## src/rtl/tcm_enc_pkg.sv

```systemverilog
// Shared constants and types for the 4D-8PSK TCM encoder front end.
package tcm_enc_pkg;

  typedef enum logic [1:0] {
    CODE_8  = 2'd0,
    CODE_9  = 2'd1,
    CODE_10 = 2'd2,
    CODE_11 = 2'd3
  } code_t;

  localparam int cINFO_BITS [4] = '{8, 9, 10, 11};

  // Parity-check polynomials of the 64-state systematic feedback code (octal).
  localparam logic [6:0] cH0 = 7'o103;
  localparam logic [6:0] cH1 = 7'o006;
  localparam logic [6:0] cH2 = 7'o024;
  localparam logic [6:0] cH3 = 7'o050;

  typedef logic [11:0] sym4d_t;

  function automatic logic [3:0] info_bits(input code_t c);
    return 4'(cINFO_BITS[int'(c)]);
  endfunction

endpackage

```

## src/rtl/tcm_enc_trellis.sv

```systemverilog
// 64-state systematic feedback trellis: parity x0 and next state, with state register.
module tcm_enc_trellis
  import tcm_enc_pkg::*;
(
  input  logic       clk,
  input  logic       rst_n,
  input  logic       ena,
  input  logic       clr,
  input  logic [3:1] x,
  output logic       x0
);

  logic [5:0] state;
  logic [5:0] s_cur;
  logic [5:0] fb;
  logic [5:0] s_next;

  always_comb begin
    s_cur  = clr ? 6'd0 : state;
    x0     = s_cur[0];
    // fb[i] is the feedback term entering register stage i (h bit i+1).
    fb     = ({6{x0}}   & cH0[6:1]) ^ ({6{x[1]}} & cH1[6:1]) ^
             ({6{x[2]}} & cH2[6:1]) ^ ({6{x[3]}} & cH3[6:1]);
    s_next = {fb[5], s_cur[5:1] ^ fb[4:0]};
  end

  always_ff @(posedge clk or negedge rst_n) begin
    if (!rst_n)   state <= '0;
    else if (ena) state <= s_next;
  end

endmodule

```

## src/rtl/tcm_enc_coder.sv

```systemverilog
// Byte-to-4D-symbol packer plus trellis parity for the 4D-8PSK TCM transmitter.
// Optional: TCM_ENC_CODER_SOP_CLR_EN clears the trellis state on each frame's first word.
module tcm_enc_coder
  import tcm_enc_pkg::*;
(
  input  logic        iclk,
  input  logic        iresetn,
  input  logic        iclkena,
  input  logic [1:0]  icode,
  input  logic        i1sps,
  input  logic        isop,
  input  logic        ieop,
  input  logic        ival,
  input  logic [7:0]  idat,
  output logic        ordy,
  output logic        o1sps,
  output logic        osop,
  output logic        oeop,
  output logic        oval,
  output logic [11:0] odat
);

  localparam logic [1:0] ST_IDLE = 2'd0;
  localparam logic [1:0] ST_RUN  = 2'd1;
  localparam logic [1:0] ST_TAIL = 2'd2;

  logic [1:0]  state, state_nxt;
  logic [23:0] acc, acc_nxt;
  logic [4:0]  bcnt, bcnt_nxt, bmid;
  logic [1:0]  scnt;
  code_t       fcode;
  logic        sop_pend, sop_pend_nxt;
  logic        tail, accept, push, slot, pop_full, pop_tail, pop, last;
  logic [3:0]  k;
  logic [10:0] info_sh;
  logic        x0, trellis_clr;
  sym4d_t      word;

  // Valid handshake: a byte moves when ival & ordy & iclkena in the same cycle.
  assign tail     = (state == ST_TAIL);
  assign accept   = ival & ordy & iclkena;
  assign push     = accept & ((state != ST_IDLE) | isop);
  assign slot     = iclkena & i1sps & (scnt == 2'd0);
  assign k        = info_bits(fcode);
  assign pop_full = slot & (bcnt >= {1'b0, k});
  assign pop_tail = slot & tail & (bcnt != 5'd0) & ~pop_full;
  assign pop      = pop_full | pop_tail;
  assign bmid     = pop_full ? (bcnt - {1'b0, k}) : (pop_tail ? 5'd0 : bcnt);
  assign last     = pop & tail & (bmid == 5'd0);

  // Bits beyond bcnt are always zero, so a short tail pop pads itself.
  assign info_sh  = acc[23:13] >> (4'd11 - k);
  assign word     = {info_sh, x0};

`ifdef TCM_ENC_CODER_SOP_CLR_EN
  assign trellis_clr = sop_pend;
`else
  assign trellis_clr = 1'b0;
`endif

  tcm_enc_trellis u_trellis (
    .clk   (iclk),
    .rst_n (iresetn),
    .ena   (pop),
    .clr   (trellis_clr),
    .x     (info_sh[2:0]),
    .x0    (x0)
  );

  always_comb begin
    acc_nxt = acc;
    if (pop_full)      acc_nxt = acc << k;
    else if (pop_tail) acc_nxt = '0;
    if (push)          acc_nxt = acc_nxt | ({idat, 16'h0000} >> bmid);
    bcnt_nxt = bmid + (push ? 5'd8 : 5'd0);

    state_nxt    = state;
    sop_pend_nxt = sop_pend & ~pop;
    if (push & isop) begin
      state_nxt    = ieop ? ST_TAIL : ST_RUN;
      sop_pend_nxt = 1'b1;
    end else if (push & ieop) begin
      state_nxt = ST_TAIL;
    end
    if (last) state_nxt = ST_IDLE;
  end

  always_ff @(posedge iclk or negedge iresetn) begin
    if (!iresetn) begin
      state    <= ST_IDLE;
      acc      <= '0;
      bcnt     <= '0;
      scnt     <= '0;
      fcode    <= CODE_8;
      sop_pend <= 1'b0;
      ordy     <= 1'b0;
      o1sps    <= 1'b0;
      osop     <= 1'b0;
      oeop     <= 1'b0;
      oval     <= 1'b0;
      odat     <= '0;
    end else if (iclkena) begin
      state    <= state_nxt;
      acc      <= acc_nxt;
      bcnt     <= bcnt_nxt;
      sop_pend <= sop_pend_nxt;
      if (i1sps)       scnt  <= scnt + 2'd1;
      if (push & isop) fcode <= code_t'(icode);
      ordy  <= (bcnt_nxt <= 5'd16) & (state_nxt != ST_TAIL);
      o1sps <= i1sps;
      oval  <= pop;
      osop  <= pop & sop_pend;
      oeop  <= last;
      if (pop) odat <= word;
    end
  end

endmodule

```

## config.mk

```make
export PLATFORM = sky130hd
export DESIGN_NAME = tcm_enc_coder
export DESIGN_NICKNAME = d
export VERILOG_FILES = /design/src/rtl/tcm_enc_pkg.sv /design/src/rtl/tcm_enc_trellis.sv /design/src/rtl/tcm_enc_coder.sv
export SDC_FILE = /design/constraint.sdc
export NUM_CORES = 1
export LEC_CHECK = 0
export BUFFER_PORTS_ARGS = -buffer_cell sky130_fd_sc_hd__buf_2
export CELL_PAD_IN_SITES_DETAIL_PLACEMENT = 1
export CELL_PAD_IN_SITES_GLOBAL_PLACEMENT = 1
export CORE_ASPECT_RATIO = 1.4
export CORE_MARGIN = 5
export CORE_UTILIZATION = 46
export DETAILED_ROUTE_END_ITERATION = 6
export PLACE_DENSITY = 0.76
export SYNTH_ARGS = -nofsm -noshare
export SYNTH_HDL_FRONTEND = slang
export SYNTH_SLANG_ARGS = --single-unit
export TNS_END_PERCENT = 20
```

## constraint.sdc

```tcl
create_clock -name iclk -period 4.2 [get_ports iclk]
set_input_delay 0.42 -clock iclk [delete_from_list [all_inputs] [get_ports iclk]]
set_output_delay 0.42 -clock iclk [all_outputs]
set_load 0.05 [all_outputs]
```

[Word-level counts from Yosys, hierarchy flattened]
Cells that the tools add are included.
Word-level totals
  register bits: 59
  latch bits: 0
  bits in writable memories: 0
  ROM bits: 0
  bits of input ports: 17
  word-level logic and storage cells: 72
  memories kept: 0
Operators by class
  add/sub/neg operators: 4
  $mul: 0
  divide/modulo/power cells: 0
  magnitude comparators: 3
  eq/ne operators: 2
  shift-type cells: 3
  mux-type cells: 14
  bitwise operators: 26
  reduce and logical (&&, ||, !) cells: 7
Operator list (number)
  $mux 24: 3
  $bmux 32 s2: 1
  $ge 32x3->1 const B: 1
  $not 2->32: 1
  $or 24x24->24: 1
  $shl 24x4->24: 1
  $shr 24x5->24: 1
  $and 1x1->1: 16
  $mux 4: 3
  $shr 11x4->11: 1
  $mux 5: 2
  $mux 2: 4
  $reduce_and 2->1: 3
  $xor 6x2->6: 1
  $xor 6x4->6: 1
  $xor 6x5->6: 1
  $add 5x4->5: 1
  $ge 5x4->1: 1
  $le 5x5->1 const B: 1
  $logic_not 5->1: 1
  $reduce_bool 5->1: 1
  $sub 5x4->5: 1
  $xor 5x5->5: 1
  $sub 4x4->4 const A: 1
  8 further kinds: 10

[Depth between registers and ports, before layout]
Gate-level depths: netlist (run 1).
  word-level depth: 15
  gate-level depth with buffers: 15
  mapped depth without buffers: 12

[Modules after synthesis]
From an unflattened synthesis (run 1), not the netlist that was laid out.
Unflattened totals
  cells, all modules: 377
  area total of the unflattened synthesis: 3768.6 um2
Modules (own cells, without submodules)
  tcm_enc_coder: instances 1, cells each 344, area each 3423.3 um2
  tcm_enc_trellis: instances 1, cells each 33, area each 345.3 um2

[Least setup slack after synthesis (run 1)]
Ideal clock, no wire load.
  path type: reg-to-reg
  start point: register fcode[1]
  end point: register ordy
  setup time: 0.082 ns
  arrival time: 3.670 ns
  path slack: 0.448 ns
  stages on the path, launching flop included: 14
  path buffers: 3
  period minus slack after synthesis: 3.752 ns
  cells stage by stage: dfrtp_1 -> buf_2 -> buf_1 -> clkbuf_1 -> inv_1 -> ha_1 -> nor2b_1 -> nor3_1 -> nor4b_1 -> nand3b_2 -> ha_1 -> or3_1 -> a221o_1 -> a31oi_1
On the way
  elaborated cells on any way between the ends: 20
RTL lines
  from (decl): line tcm_enc_coder.sv:31  | code_t fcode;
  from (signal assigned): line tcm_enc_coder.sv:108  | if (push & isop) fcode <= code_t'(icode);
  $not 2->32 (implied by the code) *: line tcm_enc_pkg.sv:22  | return 4'(cINFO_BITS[int'(c)]);
  $bmux 32 s2 *: line tcm_enc_pkg.sv:22
  $mux 4 (implied by the code) * (2 in a row): line tcm_enc_pkg.sv:22
  $ge 5x4->1: line tcm_enc_coder.sv:45  | assign pop_full = slot & (bcnt >= {1'b0, k});
  $and 1x1->1: line tcm_enc_coder.sv:45
  $not 1->1: line tcm_enc_coder.sv:46  | assign pop_tail = slot & tail & (bcnt != 5'd0) & ~pop_full;
  $and 1x1->1: line tcm_enc_coder.sv:46
  $mux 5: line tcm_enc_coder.sv:48  | assign bmid = pop_full ? (bcnt - {1'b0, k}) : (pop_tail ? 5'd0 : bcnt);
  $mux 5 *: line tcm_enc_coder.sv:48
  $add 5x4->5 *: line tcm_enc_coder.sv:75  | bcnt_nxt = bmid + (push ? 5'd8 : 5'd0);
  named net bcnt_nxt[3]: line tcm_enc_coder.sv:29  | logic [4:0] bcnt, bcnt_nxt, bmid;
  $le 5x5->1 *: line tcm_enc_coder.sv:109  | ordy <= (bcnt_nxt <= 5'd16) & (state_nxt != ST_TAIL);
  $and 1x1->1 *: line tcm_enc_coder.sv:109
  to (signal assigned): line tcm_enc_coder.sv:109
  to (decl): line tcm_enc_coder.sv:15  | output logic ordy,
The timed path passes the listed nets; every way through them passes the cells marked *. The select of a mux whose other input is x is not followed.
A chain may end at the register's enable or synchronous reset.

[Final worst setup path (run 1)]
  start point: register bcnt[1]
  end point: register acc[9]
On the way
  word-level cells in the longest chain between the ends: 9
  elaborated cells on any way between the ends: 14
RTL lines
  from (decl): line tcm_enc_coder.sv:29
  from (signal assigned): line tcm_enc_coder.sv:105  | bcnt <= bcnt_nxt;
  $ge 5x4->1: line tcm_enc_coder.sv:45
  $and 1x1->1: line tcm_enc_coder.sv:45
  $not 1->1: line tcm_enc_coder.sv:46
  $and 1x1->1: line tcm_enc_coder.sv:46
  $mux 5 (2 in a row): line tcm_enc_coder.sv:48
  $shr 24x5->24: line tcm_enc_coder.sv:74  | if (push) acc_nxt = acc_nxt | ({idat, 16'h0000} >> bmid);
  $or 24x24->24: line tcm_enc_coder.sv:74
  $mux 24 *: line tcm_enc_coder.sv:74
  to (signal assigned): line tcm_enc_coder.sv:104  | acc <= acc_nxt;
  to (decl): line tcm_enc_coder.sv:28  | logic [23:0] acc, acc_nxt;
Every way passes the cells marked *; elsewhere a longest branch is shown, timed or not.

==> run summary, run 1 <==
post-route ant nets - 0
clk_lat worst skew - 0.35 ns
part of the power in registers - 31.3%
Worst-Margin Slew - 1.20 ns
DIE AREA - 9810 sq um
outcome - completed
total gr overflow - 0
Slew HR - 20.3%
vias per std cell - 6.04
final setup TNS - 0 ns
mean post-synth cell area - 9.57 sq um
crit end category - flop
layout cells sized above 1 - 21.8%
RSZ-0062 raised after global routing - no
Worst R2R Path Depth - 9
post-layout min period - 3.62 ns
CP delay by family, top - compound AO/OA/AOI/OAI gates
Levels on crit path - 9
row count - 38
TritonCTS clock tree - built
Pre-antenna DRT Iters - 5
first-pass GRT wire length - 17000 microns
top_reg_cell synth - dfrtp_1
critical path's slowest cell - a21oi_1
Buf/Inv on CP - 0
Clk pwr share - 14.2%
CP arrival - 3.82 ns
Routed WL per cell - 19.8 microns
Final period util - 86.1%
Synth Cell Area - 3640 sq um
worst-path cell chain - ha_1 -> nor2b_1 -> o31ai_1 -> a21oi_1 -> a22oi_4 -> mux2i_1 -> o21ai_0 -> mux2i_1 -> o221ai_1
Starting Density - 46.9%
Die Width - 85.2 microns
crit path max fanout - 12
WL final - 10100 microns
Post-route DRC - 0
ant diodes - 0
max incr delay on CP - 0.96 ns
switching part of the total power - 47.8%
number of antenna violations at the first check in global routing - 0
cell count after synthesis - 380
Ports - 34
number of buffers created by CTS - 9
Unique masters post-synth - 56
Synth async-reset ratio - 100%
root buffer cell - clkbuf_8
Leakage Power - 1.80 nW
area of the core - 7750 sq um
Layout fillers - 905
Clock Sinks - 59
Clk pin slew, worst setup/hold paths - 0.07 ns
GRT Util Overall - 22.2%
Post-Syn Nets - 402
count of hold buffers inserted by post-cts repair - 0
cts repair resizes - 0
CP dominant cell by count - mux2i_1
NetSw - 1.60 mW
EDFF count, synth - 0
P per Cell Area - 831 nW/um^2
# placed instances - 496
Pint - 1.75 mW
Power Total - 3.35 mW
Worst Clk Skew - 0.00861 ns
Worst EP required - 4.41 ns
Crit Path Class - reg2reg
area grow syn2layout - 10.9%
Fmax - 277 MHz
Die Height - 115 microns
via count - 3090
endpoints failing setup - 0
drt initial violations - 178
Comb pwr share - 54.5%
largest net degree at the start of global routing - 46
Post-CTS Setup Bufs - 0
Placer Congestion - 0.924
FF+latch count, synth - 59
number of global-route vias before repair - 3346
YS warnings - 0
clk buf depth - 2
sequential-to-total area share from yosys stat - 40.6%
crit start category - flop
final cell count without fillers - 512
final hold violation count - 0
Port Buf Inserts - 33
Max Cap Viol - 0
DP HPWL - 7560 microns
NumNets Final - 429
H-tree Lvls - 3
VDD IR max - 0.371 mV
worst min path class - in2async
Max Slew Vio Count - 0
## logic make-up after synthesis
group / after synthesis / share of synthesized area [%]
compound gates: 105 / 20.1
mux: 51 / 15.8
fa+ha+maj: 5 / 1.93
flops: 59 / 40.6
xor+xnor: 11 / 2.65
buf+inv: 39 / 4.92
simple gates: 110 / 14.0
## cell type report
cell class              instances  area, sq um  area share, %
clock buffers                  11          151           3.75
flip-flops and latches         59         1480           36.6
well taps                     100          125           3.10
repair buffers                 39          210           5.21
clock inverters                 5         27.5          0.683
inverters                      16         60.1           1.49
multi-input cells             282         1980           49.1
## registers in the layout, indices dropped and copies added, names as in the netlist
signal and flops:
acc 24, scnt 2, u_trellis.state 6, oeop 1, o1sps 1, bcnt 5, osop 1, oval 1
fcode 2, state 2, ordy 1, sop_pend 1, odat 12
## stage by stage
step	area (sq um)	utilization, %	worst slack (ns)	hold WS (ns)
6_report	4030	52.0	0.585	0.113
3_5_place_dp	3850	49.7	0.600	0.469
3_3_place_gp	3850	49.7	0.830	0.456
5_1_grt	4030	52.0	0.338	0.160
2_1_floorplan	3640	-	0.448	0.124
4_1_cts	4030	52.0	0.565	0.122
## Yosys cell counts, drive strengths merged (2+ instances only)
cell type / count / area share [%]
dfrtp: 59 / 41
nand2: 53 / 5.5
o21ai: 43 / 6.2
mux2i: 26 / 7.2
mux2: 22 / 6.8
nor2: 21 / 2.2
a21oi: 16 / 2.2
inv: 16 / 1.7
buf: 12 / 2.1
o221ai: 12 / 2.9
clkbuf: 11 / 1.1
nand3: 11 / 1.9
a22oi: 8 / 2.0
xor2: 8 / 1.9
nor3: 6 / 0.83
a211oi: 4 / 0.83
ha: 4 / 1.4
nor2b: 4 / 0.69
mux4: 3 / 1.9
o22ai: 3 / 0.52
o31ai: 3 / 1.0
or2: 3 / 0.52
xnor2: 3 / 0.72
a221o: 2 / 0.55
a222oi: 2 / 0.55
a2bb2oi: 2 / 0.96
and3: 2 / 0.34
nand3b: 2 / 0.62
nor4b: 2 / 0.48
o211ai: 2 / 0.41
## placed cells by master, fill, tap and decap left out, types with 3 or more instances in the layout
cell,netlist,final
dfrtp_1,59,59
nand2_1,53,53
o21ai_0,37,37
buf_2,5,33
mux2i_1,26,26
mux2_2,22,22
nor2_1,21,21
a21oi_1,16,16
inv_1,14,14
o221ai_1,12,12
clkbuf_8,0,11
nand3_1,10,10
xor2_1,8,8
a22oi_1,7,7
nor3_1,6,6
buf_4,1,6
o21ai_1,5,5
nor2b_1,4,4
a211oi_1,4,4
ha_1,4,4
clkinv_2,0,4
mux4_2,3,3
o22ai_1,3,3
xnor2_1,3,3
## metal layers
metal | up-vias | wire length, microns | global-route usage [%]
met5 | - | 0 | 0
met4 | 0 | 271 | 9.93
met3 | 22 | 390 | 4.30
met2 | 75 | 5460 | 40.5
met1 | 1553 | 4020 | 24.9
li1 | 1440 | - | -
## power by group through the flow
stage          Sequential, mW  Combinational, mW  Clock [mW]
2_1_floorplan            1.16               1.28           0
3_3_place_gp             1.04               1.77           0
3_5_place_dp             1.06               1.82           0
4_1_cts                  1.05               1.83       0.488
5_1_grt                  1.08               1.99       0.523
6_report                 1.05               1.83       0.475
## path summary, 6_finish.rpt
path,slack (ns),start,endpoint
max,0.58,bcnt[1],acc[9]
min,0.11,iresetn,odat[2]
max reg2reg,0.58,bcnt[1],acc[9]
min reg2reg,0.48,odat[2],odat[2]
max in group asynchronous,3.20,iresetn,acc[9]
min in group iclk,0.28,icode[0],fcode[0]
(Power assumes the default switching activity.)
==> run 2: changes to the inputs <==
Settings changed: PLACE_DENSITY 0.76 to not set, PLACE_DENSITY_LB_ADDON set to 0.1, SETUP_SLACK_MARGIN set to 0.2.
==> run 2 against run 1 <==
  * Final cell count is 0.20% higher
  * Count of clock-buffer cells in the layout is 1 higher
  * Register-to-register slack better by 0.34 ns
  * Critical endpoint is now acc[1]
  * Core utilization is 0.76 points higher
  * Critical path type unchanged
  * Clock power increased by 26%
  * Non-clock buffer count grew 1
  * First-iteration DRC count up 19%
  * Worst hold slack worse by 0.10 ns
  * Largest power group unchanged
  * Total power is 3.3% higher
==> run summary, run 2 (synthesis results as in run 1) <==
outcome - completed
crit start category - flop
Worst Clk Skew - 0.0127 ns (+0.00410 ns)
Top reg by flops - acc
max incr delay on CP - 0.46 ns (-0.50 ns)
number of antenna violations at the first check in global routing - 0 (unchanged)
Buf/Inv on CP - 2 (+2)
WL final - 10100 microns (-0.84%)
P per Cell Area - 846 nW/um^2 (+1.8%)
GRT Util Overall - 21.7% (-0.51 points)
Leakage Power - 1.82 nW (+1.3%)
FF-to-FF End - acc[1]
Worst R2R Path Depth - 11 (+2)
Routed WL per cell - 19.6 microns (-1.0%)
DIE AREA - 9810 sq um (unchanged)
post-route ant nets - 0 (unchanged)
RSZ-0062 raised after global routing - no
Post-route DRC - 0 (unchanged)
worst min path class - in2async
H-tree Lvls - 3 (unchanged)
DP HPWL - 7390 microns (-2.3%)
Worst-Margin Slew - 0.852 ns (-0.343 ns)
endpoints failing setup - 0 (unchanged)
NumNets Final - 430 (+0.23%)
Slew HR - 43.0% (+23 points)
root buffer cell - clkbuf_8
Max Slew Vio Count - 0 (unchanged)
final cell count without fillers - 513 (+0.20%)
cts repair resizes - 0 (unchanged)
number of buffers created by CTS - 9 (unchanged)
R2R Setup Slk - 0.92 ns (+0.34 ns)
number of global-route vias before repair - 3218 (-3.8%)
clk_lat worst skew - 0.35 ns (about the same)
r2r startpoint - fcode[1]
final setup TNS - 0 ns (unchanged)
total gr overflow - 0 (unchanged)
most frequent cells in the layout - dfrtp_1, nand2_1, o21ai_0
Levels on crit path - 11 (+2)
Crit Path Class - reg2reg
Die Width - 85.2 microns (unchanged)
area of the core - 7750 sq um (unchanged)
Die Height - 115 microns (unchanged)
post-layout min period - 3.28 ns (-0.339 ns)
commonest non-fill, non-tap cell in the layout - dfrtp_1
critical path's slowest cell - a22oi_4
TritonCTS clock tree - built
drt initial violations - 212 (+19%)
Top Registers - acc (24), odat (12), u_trellis.state (6)
final hold violation count - 0 (unchanged)
first-pass GRT wire length - 16500 microns (-2.8%)
crit path to - acc[1]
crit end category - flop
# placed instances - 497 (+0.20%)
Clk pin slew, worst setup/hold paths - 0.07 ns (about the same)
Starting Density - 46.9% (unchanged)
Port Buf Inserts - 33 (unchanged)
CP dominant cell by count - mux2i_1
Critical Path Source - fcode[1]
Ports - 34 (unchanged)
Max Cap Viol - 0 (unchanged)
row count - 38 (unchanged)
layout cells sized above 1 - 22.0% (+0.19 points)
VDD IR max - 0.319 mV (-14%)
Fmax - 305 MHz (+10%)
CP delay by family, top - compound AO/OA/AOI/OAI gates
worst-path cell chain - inv_1 -> ha_1 -> nor2b_1 -> o31ai_1 -> a21oi_1 -> buf_4 -> a22oi_4 -> mux2i_1 -> o21ai_0 -> mux2i_1 -> o221ai_1
Worst EP required - 4.41 ns (about the same)
area grow syn2layout - 12.5%
crit path max fanout - 12 (unchanged)
clk buf depth - 2 (unchanged)
Post-CTS Setup Bufs - 0 (unchanged)
via count - 3029 (-2.0%)
ant diodes - 0 (unchanged)
largest net degree at the start of global routing - 46 (unchanged)
Largest register FFs - 24 (unchanged)
count of hold buffers inserted by post-cts repair - 0 (unchanged)
Clock Sinks - 59 (unchanged)
Pre-antenna DRT Iters - 4 (-1)
Placer Congestion - 0.891 (-3.5%)
vias per std cell - 5.90 (-2.2%)
Final period util - 78.0% (-8.1 points)
CP arrival - 3.48 ns (-0.34 ns)
run 2: layout make-up:
type,instances,area [sq um]
Fill cell,913,3660
Clock inverter,4,72.6
Inverter,16,60.1
Clock buffer,12,155
Timing Repair Buffer,40,218
Tap cell,100,125
Sequential cell,59,1480
Multi-Input combinational cell,282,1980
run 2: worst min-delay path by stage:
stage,from,end,slack (ns),depth (start not counted)
after floorplan,iresetn,acc[0],0.12,0
after global placement,iresetn,u_trellis.state[1],0.40,1
after detailed placement,iresetn,u_trellis.state[1],0.40,1
after CTS,iresetn,u_trellis.state[1],0.02,1
after global routing,iresetn,odat[2],0.05,1
final,iresetn,odat[2],0.01,1
run 2: routing by layer:
metal  wire length (microns)  track usage, %  share of wire, %
met1                    4110            25.4                41
met2                    5110            36.9                51
met3                     460            4.30               4.6
met4                     371            12.5               3.7
met5                       0               0                 0
run 2: power by group:
group	leakage (nW)	internal, mW	switching [mW]
combinational	0.971	0.697	1.12
clock	0.113	0.366	0.235
sequential	0.740	0.808	0.232
total	1.82	1.87	1.59
run 2: per-stage QoR:
step	hold slack [ns]	utilization, %	cell area [sq um]	power, mW	worst slack [ns]
3_5_place_dp	0.402	49.9	3860	2.86	0.977
5_1_grt	0.0499	52.8	4090	3.71	0.635
4_1_cts	0.0207	52.8	4090	3.47	0.934
6_report	0.0129	52.8	4090	3.46	0.924
3_3_place_gp	0.396	49.9	3860	2.82	1.09
2_1_floorplan	0.124	-	3640	2.44	0.448
